## config.mk

```make
export PLATFORM = sky130hd
export DESIGN_NAME = spi_cfg_slave
export DESIGN_NICKNAME = d
export VERILOG_FILES = /design/src/rtl/spi_cfg_slave.sv
export SDC_FILE = /design/constraint.sdc
export NUM_CORES = 1
export LEC_CHECK = 0
export BUFFER_PORTS_ARGS = -buffer_cell sky130_fd_sc_hd__buf_4
export CORE_MARGIN = 1
export CORE_UTILIZATION = 44
export CTS_CLUSTER_DIAMETER = 80
export DETAILED_ROUTE_END_ITERATION = 10
export PLACE_DENSITY = 0.66
export SYNTH_ARGS = -nofsm -noshare
export SYNTH_HDL_FRONTEND = slang
export SYNTH_SLANG_ARGS = --single-unit
```

## constraint.sdc

```tcl
create_clock -name clk -period 8.8 [get_ports clk]
set_clock_uncertainty 0.1 [all_clocks]
set_input_delay 1.32 -clock clk [delete_from_list [all_inputs] [get_ports clk]]
set_output_delay 1.32 -clock clk [all_outputs]
set_load 0.1 [all_outputs]
```

## src/rtl/spi_cfg_slave.sv

```systemverilog
// spi_cfg_slave: SPI Mode 0 configuration slave.
//
// Receives 40-bit frames on SPI_CS/SPI_Clk/SPI_MOSI, MSB first. Each frame is an
// 8-bit address followed by 32 data bits. A complete frame to addresses 0x00..0x03
// writes one of four configuration registers. The SPI pins are oversampled on clk,
// which must run at least 8x the SPI clock.
//
// Ports:
//   clk, reset              system clock, asynchronous active-high reset
//   SPI_CS, SPI_Clk         chip select (active low) and SPI clock, asynchronous
//   SPI_MOSI, SPI_MISO      serial data in / out (SPI_MISO is 0 unless readback built)
//   conf0, conf1            registers at 0x00 / 0x01 (conf1 bit 20 = enable)
//   electrode1, electrode2  registers at 0x02 / 0x03
//   wr_valid, wr_addr       one-cycle write strobe and index of the register written
//   frame_err               one-cycle strobe for a rejected frame
//
// Build option: define SPI_CFG_READBACK_EN to allow reads. A read is
// addr = 1_00000_rr; the selected register is then shifted out on SPI_MISO.
module spi_cfg_slave #(
  parameter int unsigned       ADDR_W      = 8,
  parameter int unsigned       DATA_W      = 32,
  parameter int unsigned       SYNC_STAGES = 2,
  parameter logic [DATA_W-1:0] CONF1_RST   = '0
) (
  input  logic              clk,
  input  logic              reset,
  input  logic              SPI_CS,
  input  logic              SPI_Clk,
  input  logic              SPI_MOSI,
  output logic              SPI_MISO,
  output logic [DATA_W-1:0] conf0,
  output logic [DATA_W-1:0] conf1,
  output logic [DATA_W-1:0] electrode1,
  output logic [DATA_W-1:0] electrode2,
  output logic              wr_valid,
  output logic [1:0]        wr_addr,
  output logic              frame_err
);

  localparam int unsigned FRAME_W = ADDR_W + DATA_W;
  // Counter must reach FRAME_W + 1 so an overlong frame is distinguishable.
  localparam int unsigned CNT_W   = $clog2(FRAME_W + 2);
  localparam logic [CNT_W-1:0] CntFull = CNT_W'(FRAME_W);
  localparam logic [CNT_W-1:0] CntSat  = CNT_W'(FRAME_W + 1);

  typedef enum logic [1:0] {StIdle, StShift, StCommit, StErr} state_e;

  // ---------------------------------------------------------------------------
  // Input synchronizers and edge detection
  // ---------------------------------------------------------------------------
  logic [SYNC_STAGES-1:0] cs_sync_q, sck_sync_q, mosi_sync_q;
  logic                   cs_d_q, sck_d_q;
  logic                   cs_s, sck_s, mosi_s;
  logic                   cs_fall, cs_rise, sck_rise;

  // CS chain resets low so a CS held low across reset release never looks like a
  // fresh falling edge; a stale frame is simply ignored until CS goes high.
  always_ff @(posedge clk or posedge reset) begin
    if (reset) begin
      cs_sync_q   <= '0;
      sck_sync_q  <= '0;
      mosi_sync_q <= '0;
      cs_d_q      <= 1'b0;
      sck_d_q     <= 1'b0;
    end else begin
      cs_sync_q   <= {cs_sync_q[SYNC_STAGES-2:0], SPI_CS};
      sck_sync_q  <= {sck_sync_q[SYNC_STAGES-2:0], SPI_Clk};
      mosi_sync_q <= {mosi_sync_q[SYNC_STAGES-2:0], SPI_MOSI};
      cs_d_q      <= cs_s;
      sck_d_q     <= sck_s;
    end
  end

  assign cs_s   = cs_sync_q[SYNC_STAGES-1];
  assign sck_s  = sck_sync_q[SYNC_STAGES-1];
  assign mosi_s = mosi_sync_q[SYNC_STAGES-1];

  assign cs_fall  = cs_d_q & ~cs_s;
  assign cs_rise  = ~cs_d_q & cs_s;
  // SCK edges only count while the slave is selected.
  assign sck_rise = ~sck_d_q & sck_s & ~cs_s;

  // ---------------------------------------------------------------------------
  // Frame receiver FSM and register file
  // ---------------------------------------------------------------------------
  state_e              state_q;
  logic [CNT_W-1:0]    bit_cnt_q;
  logic [FRAME_W-1:0]  shift_q;
  logic [ADDR_W-1:0]   frame_addr;
  logic                wr_ok, rd_ok;

  assign frame_addr = shift_q[FRAME_W-1 -: ADDR_W];
  assign wr_ok      = (bit_cnt_q == CntFull) && (frame_addr[ADDR_W-1:2] == '0);

`ifdef SPI_CFG_READBACK_EN
  assign rd_ok = (bit_cnt_q == CntFull) && frame_addr[ADDR_W-1] &&
                 (frame_addr[ADDR_W-2:2] == '0);
`else
  assign rd_ok = 1'b0;
`endif

  always_ff @(posedge clk or posedge reset) begin
    if (reset) begin
      state_q    <= StIdle;
      bit_cnt_q  <= '0;
      shift_q    <= '0;
      conf0      <= '0;
      conf1      <= CONF1_RST;
      electrode1 <= '0;
      electrode2 <= '0;
      wr_valid   <= 1'b0;
      wr_addr    <= 2'd0;
      frame_err  <= 1'b0;
    end else begin
      wr_valid  <= 1'b0;
      frame_err <= 1'b0;
      unique case (state_q)
        StIdle: begin
          if (cs_fall) begin
            state_q   <= StShift;
            bit_cnt_q <= '0;
            shift_q   <= '0;
          end
        end
        StShift: begin
          if (cs_rise) begin
            if (bit_cnt_q == '0) begin
              state_q <= StIdle;
            end else if (wr_ok) begin
              state_q <= StCommit;
            end else if (rd_ok) begin
              state_q <= StIdle;
            end else begin
              state_q <= StErr;
            end
          end else if (sck_rise) begin
            shift_q <= {shift_q[FRAME_W-2:0], mosi_s};
            if (bit_cnt_q != CntSat) begin
              bit_cnt_q <= bit_cnt_q + CNT_W'(1);
            end
          end
        end
        StCommit: begin
          wr_valid <= 1'b1;
          wr_addr  <= frame_addr[1:0];
          unique case (frame_addr[1:0])
            2'd0: conf0      <= shift_q[DATA_W-1:0];
            2'd1: conf1      <= shift_q[DATA_W-1:0];
            2'd2: electrode1 <= shift_q[DATA_W-1:0];
            2'd3: electrode2 <= shift_q[DATA_W-1:0];
          endcase
          // A new frame starting right behind this one must not be dropped.
          if (cs_fall) begin
            state_q   <= StShift;
            bit_cnt_q <= '0;
            shift_q   <= '0;
          end else begin
            state_q <= StIdle;
          end
        end
        StErr: begin
          frame_err <= 1'b1;
          if (cs_fall) begin
            state_q   <= StShift;
            bit_cnt_q <= '0;
            shift_q   <= '0;
          end else begin
            state_q <= StIdle;
          end
        end
        default: state_q <= StIdle;
      endcase
    end
  end

  // ---------------------------------------------------------------------------
  // Optional readback path
  // ---------------------------------------------------------------------------
`ifdef SPI_CFG_READBACK_EN
  logic              sck_fall;
  logic [ADDR_W-1:0] next_addr;
  logic [DATA_W-1:0] tx_q;
  logic              rd_act_q;

  assign sck_fall  = sck_d_q & ~sck_s & ~cs_s;
  // Address as it will look once the bit arriving on this sck_rise is shifted in.
  assign next_addr = {shift_q[ADDR_W-2:0], mosi_s};

  always_ff @(posedge clk or posedge reset) begin
    if (reset) begin
      tx_q     <= '0;
      rd_act_q <= 1'b0;
      SPI_MISO <= 1'b0;
    end else if (cs_s || (state_q != StShift)) begin
      rd_act_q <= 1'b0;
      SPI_MISO <= 1'b0;
    end else if (sck_rise && (bit_cnt_q == CNT_W'(ADDR_W - 1))) begin
      rd_act_q <= next_addr[ADDR_W-1] && (next_addr[ADDR_W-2:2] == '0);
      unique case (next_addr[1:0])
        2'd0: tx_q <= conf0;
        2'd1: tx_q <= conf1;
        2'd2: tx_q <= electrode1;
        2'd3: tx_q <= electrode2;
      endcase
    end else if (sck_fall && rd_act_q) begin
      SPI_MISO <= tx_q[DATA_W-1];
      tx_q     <= {tx_q[DATA_W-2:0], 1'b0};
    end
  end
`else
  assign SPI_MISO = 1'b0;
`endif

endmodule
```

==> results.yml <==
logic_synthesis:
  synth_largest_area_cell: "dfrtp_1"
  ys_seq_area_frac: 0.672
  syn_nets: 454
  synth_cell_types: 32
  synth_edf_count: 0
  synth-seq-cells: 188
  syn_inst: 446
  yosysMostFrequentCell: "dfrtp_1"
  netlist.area_leader.share: 0.672
  syn_area_um2: 7000
  synthTopCellsByArea: "dfrtp_1 (67%), mux2_1 (21%), a22o_1 (5.0%)"
  yosys_most_used_dff: "dfrtp_1"
  ys_warn_count: 0
  synthTopCellsByCount: "dfrtp_1 (188), mux2_1 (128), a22o_1 (40)"
  async_flop_share: 1.00
  syn_area_per_cell_um2: 15.7
clock_tree:
  cts_hold_buf: 0
  cts_tree: "done"
  cts-root-buf: "clkbuf_16"
  clk_latency_ns: 0.42
  numCtsBuffers: 17
  h-tree-depth: 4
  clk_pin_slew_ns: 0.06
  cts_sinks: 188
  cts.path.max_buffers: 2
  cts_resized: 0
  post-cts-setup-buffers: 0
route:
  drc: 0
  wirelength_um: 14600
  viasPerCell: 5.16
  wl_per_cell_um: 18.1
  dr.pass1.iters: 5
  postRouteAntennaNets: 0
  drtIter0Drc: 235
  vias: 4145
global_route:
  grt_pass1_vias: 4289
  overflow: 0
  grt_max_degree: 121
  grt.total_usage: 0.191
  antenna_found_initial: 0
  grt_pass1_wl_um: 23500
die:
  fp.dieH_um: 128
  fp.dieW_um: 128
  core_area_um2: 15400
  rows: 45
  ios: 138
  dieArea_um2: 16400
  initial_core_util: 0.455
sta:
  tns_ns: 0
  final-setup-viol-count: 0
  whs_ns: 0.248
  rsz0062_at_grt: "no"
  drv_slew: 0
  worst_pin_slew_ns: 1.19
  finalCritPeriodShare: 0.307
  layout_min_cycle_time_ns: 2.70
  relSlewSlack: 0.208
  hold_violations: 0
  clock.fmax_mhz: 370
layout:
  final_cells: 804
  n_antenna_cell: 0
  drive_above_1_share: 0.300
  nets: 588
  fill_cells: 1220
  area_growth_pct: 26.6
power_and_ir_drop:
  clock_power_share: 0.443
  switching_share: 0.233
  power_density_nw_per_um2: 208
  ir_drop_mv: 0.138
  internal-power_mw: 1.41
  power.leakage_nw: 4.78
  combPwrFrac: 0.067
  p_sw_mw: 0.429
  p_seq_frac: 0.490
placed_design:
  gp_congestion: 0.796
  dpl.hpwl_um: 9070
  placement.io_buffers: 136
  dp.cells: 772
worst_setup_path:
  crit_slowest_cell: "buf_4"
  path_max_fanout: 120
  rr_worst_depth: 4
  cp_cell_sequence: "buf_4 -> inv_6 -> buf_4"
  required_ns: 9.14
  timing.rr.end: "shift_q[26]$_DFFE_PP0P_"
  critPathCaptureType: "async pin"
  worstSetupPathType: "input port to async pin"
  cp-start-kind: "input port"
  reg2reg_from: "state_q[1]$_DFFE_PP0P_"
  slowest_delay_ns: 0.81
  crit_arrival_ns: 3.04
  cpMostUsedCell: "buf_4"
  r2r_setup_slack_ns: 6.31
min_path:
  hold_end: "mosi_sync_q[1]$_DFF_PP0_"
  hp-start: "mosi_sync_q[0]$_DFF_PP0_"
  holdPathStages: 0
  worstHoldPathType: "flip-flop to flip-flop"
flow_run:
  max-cap-violations: 0
status:
  run_status: "finished clean"
## cells in the final DEF (no fill, tap or decap), drive strengths merged, types with 3 or more instances in the layout
| cell | n |
|---|---|
| a21oi | 6 |
| a22o | 40 |
| nand2b | 5 |
| nor2b | 3 |
| o21ai | 5 |
| nor3 | 3 |
| nor2 | 4 |
| inv | 5 |
| nand2 | 11 |
| nand3 | 4 |
| buf | 139 |
| mux2 | 128 |
| bufinv | 4 |
| or3 | 4 |
| dfrtp | 188 |
| clkbuf | 22 |
| clkinvlp | 3 |
| ha | 3 |
## cell type report
type	count	area, µm²	share of cell area
sequential	188	4700	0.531
inverter	4	20.0	0.00226
timing repair buffer	139	1040	0.118
multi-input combinational	230	2190	0.248
clock buffer	22	474	0.0535
tap	211	264	0.0298
clock inverter	10	161	0.0182
## metrics by stage
stage,area (µm²),total power [mW],util,setup slack (ns)
2_1_floorplan,7000,1.01,-,2.27
3_3_place_gp,8230,1.04,0.535,5.62
3_5_place_dp,8230,1.04,0.535,5.54
4_1_cts,8860,1.86,0.576,6.01
5_1_grt,8860,1.91,0.576,5.75
6_report,8860,1.84,0.576,6.10
## power by group through the flow
stage / logic, mW / registers (mW) / clock network [mW]
after floorplan: 0.0769 / 0.934 / 0
after global placement: 0.124 / 0.916 / 0
after detailed placement: 0.127 / 0.917 / 0
after CTS: 0.127 / 0.901 / 0.830
after global routing: 0.139 / 0.903 / 0.869
final: 0.124 / 0.901 / 0.815
## how the worst max path moves through the flow
stage	endpoint	slack, ns	start	cells after the start
3_5_place_dp	electrode1[5]$_DFFE_PP0P_	5.54	reset	3
2_1_floorplan	bit_cnt_q[0]$_DFFE_PP0P_	2.27	reset	1
5_1_grt	cs_sync_q[0]$_DFF_PP0_	5.75	reset	3
6_report	cs_sync_q[0]$_DFF_PP0_	6.10	reset	3
4_1_cts	electrode2[0]$_DFFE_PP0P_	6.01	reset	3
3_3_place_gp	conf1[2]$_DFFE_PP0P_	5.62	reset	3
## state kept, by name, indices dropped and copies added (netlist names)
signal	cells
bit_cnt_q	6
wr_addr	2
conf1	32
sck_sync_q	2
shift_q	40
electrode2	32
mosi_sync_q	2
electrode1	32
cs_sync_q	2
sck_d_q	1
frame_err	1
state_q	2
cs_d_q	1
wr_valid	1
conf0	32
## metal layers
metal	vias up	wire length, µm	global-route usage
met5	-	0	0
met4	0	112	0.0581
met3	11	719	0.0463
met2	115	6860	0.293
met1	2132	6880	0.270
li1	1887	-	-
## cell families after synthesis
| kind of cell | share of synthesized area |
|---|---|
| and+or+nand+nor | 0.0347 |
| adders and majority gates | 0.00536 |
| DFF | 0.672 |
| buffers and inverters | 0.0184 |
| muxes | 0.206 |
| AOI/OAI and AO/OA | 0.0628 |
| other | 0.000536 |
## critical path, delay by kind of cell
kind                   cells  cell delay, ns
buffers and inverters      3            1.65
(Power assumes the default switching activity.)
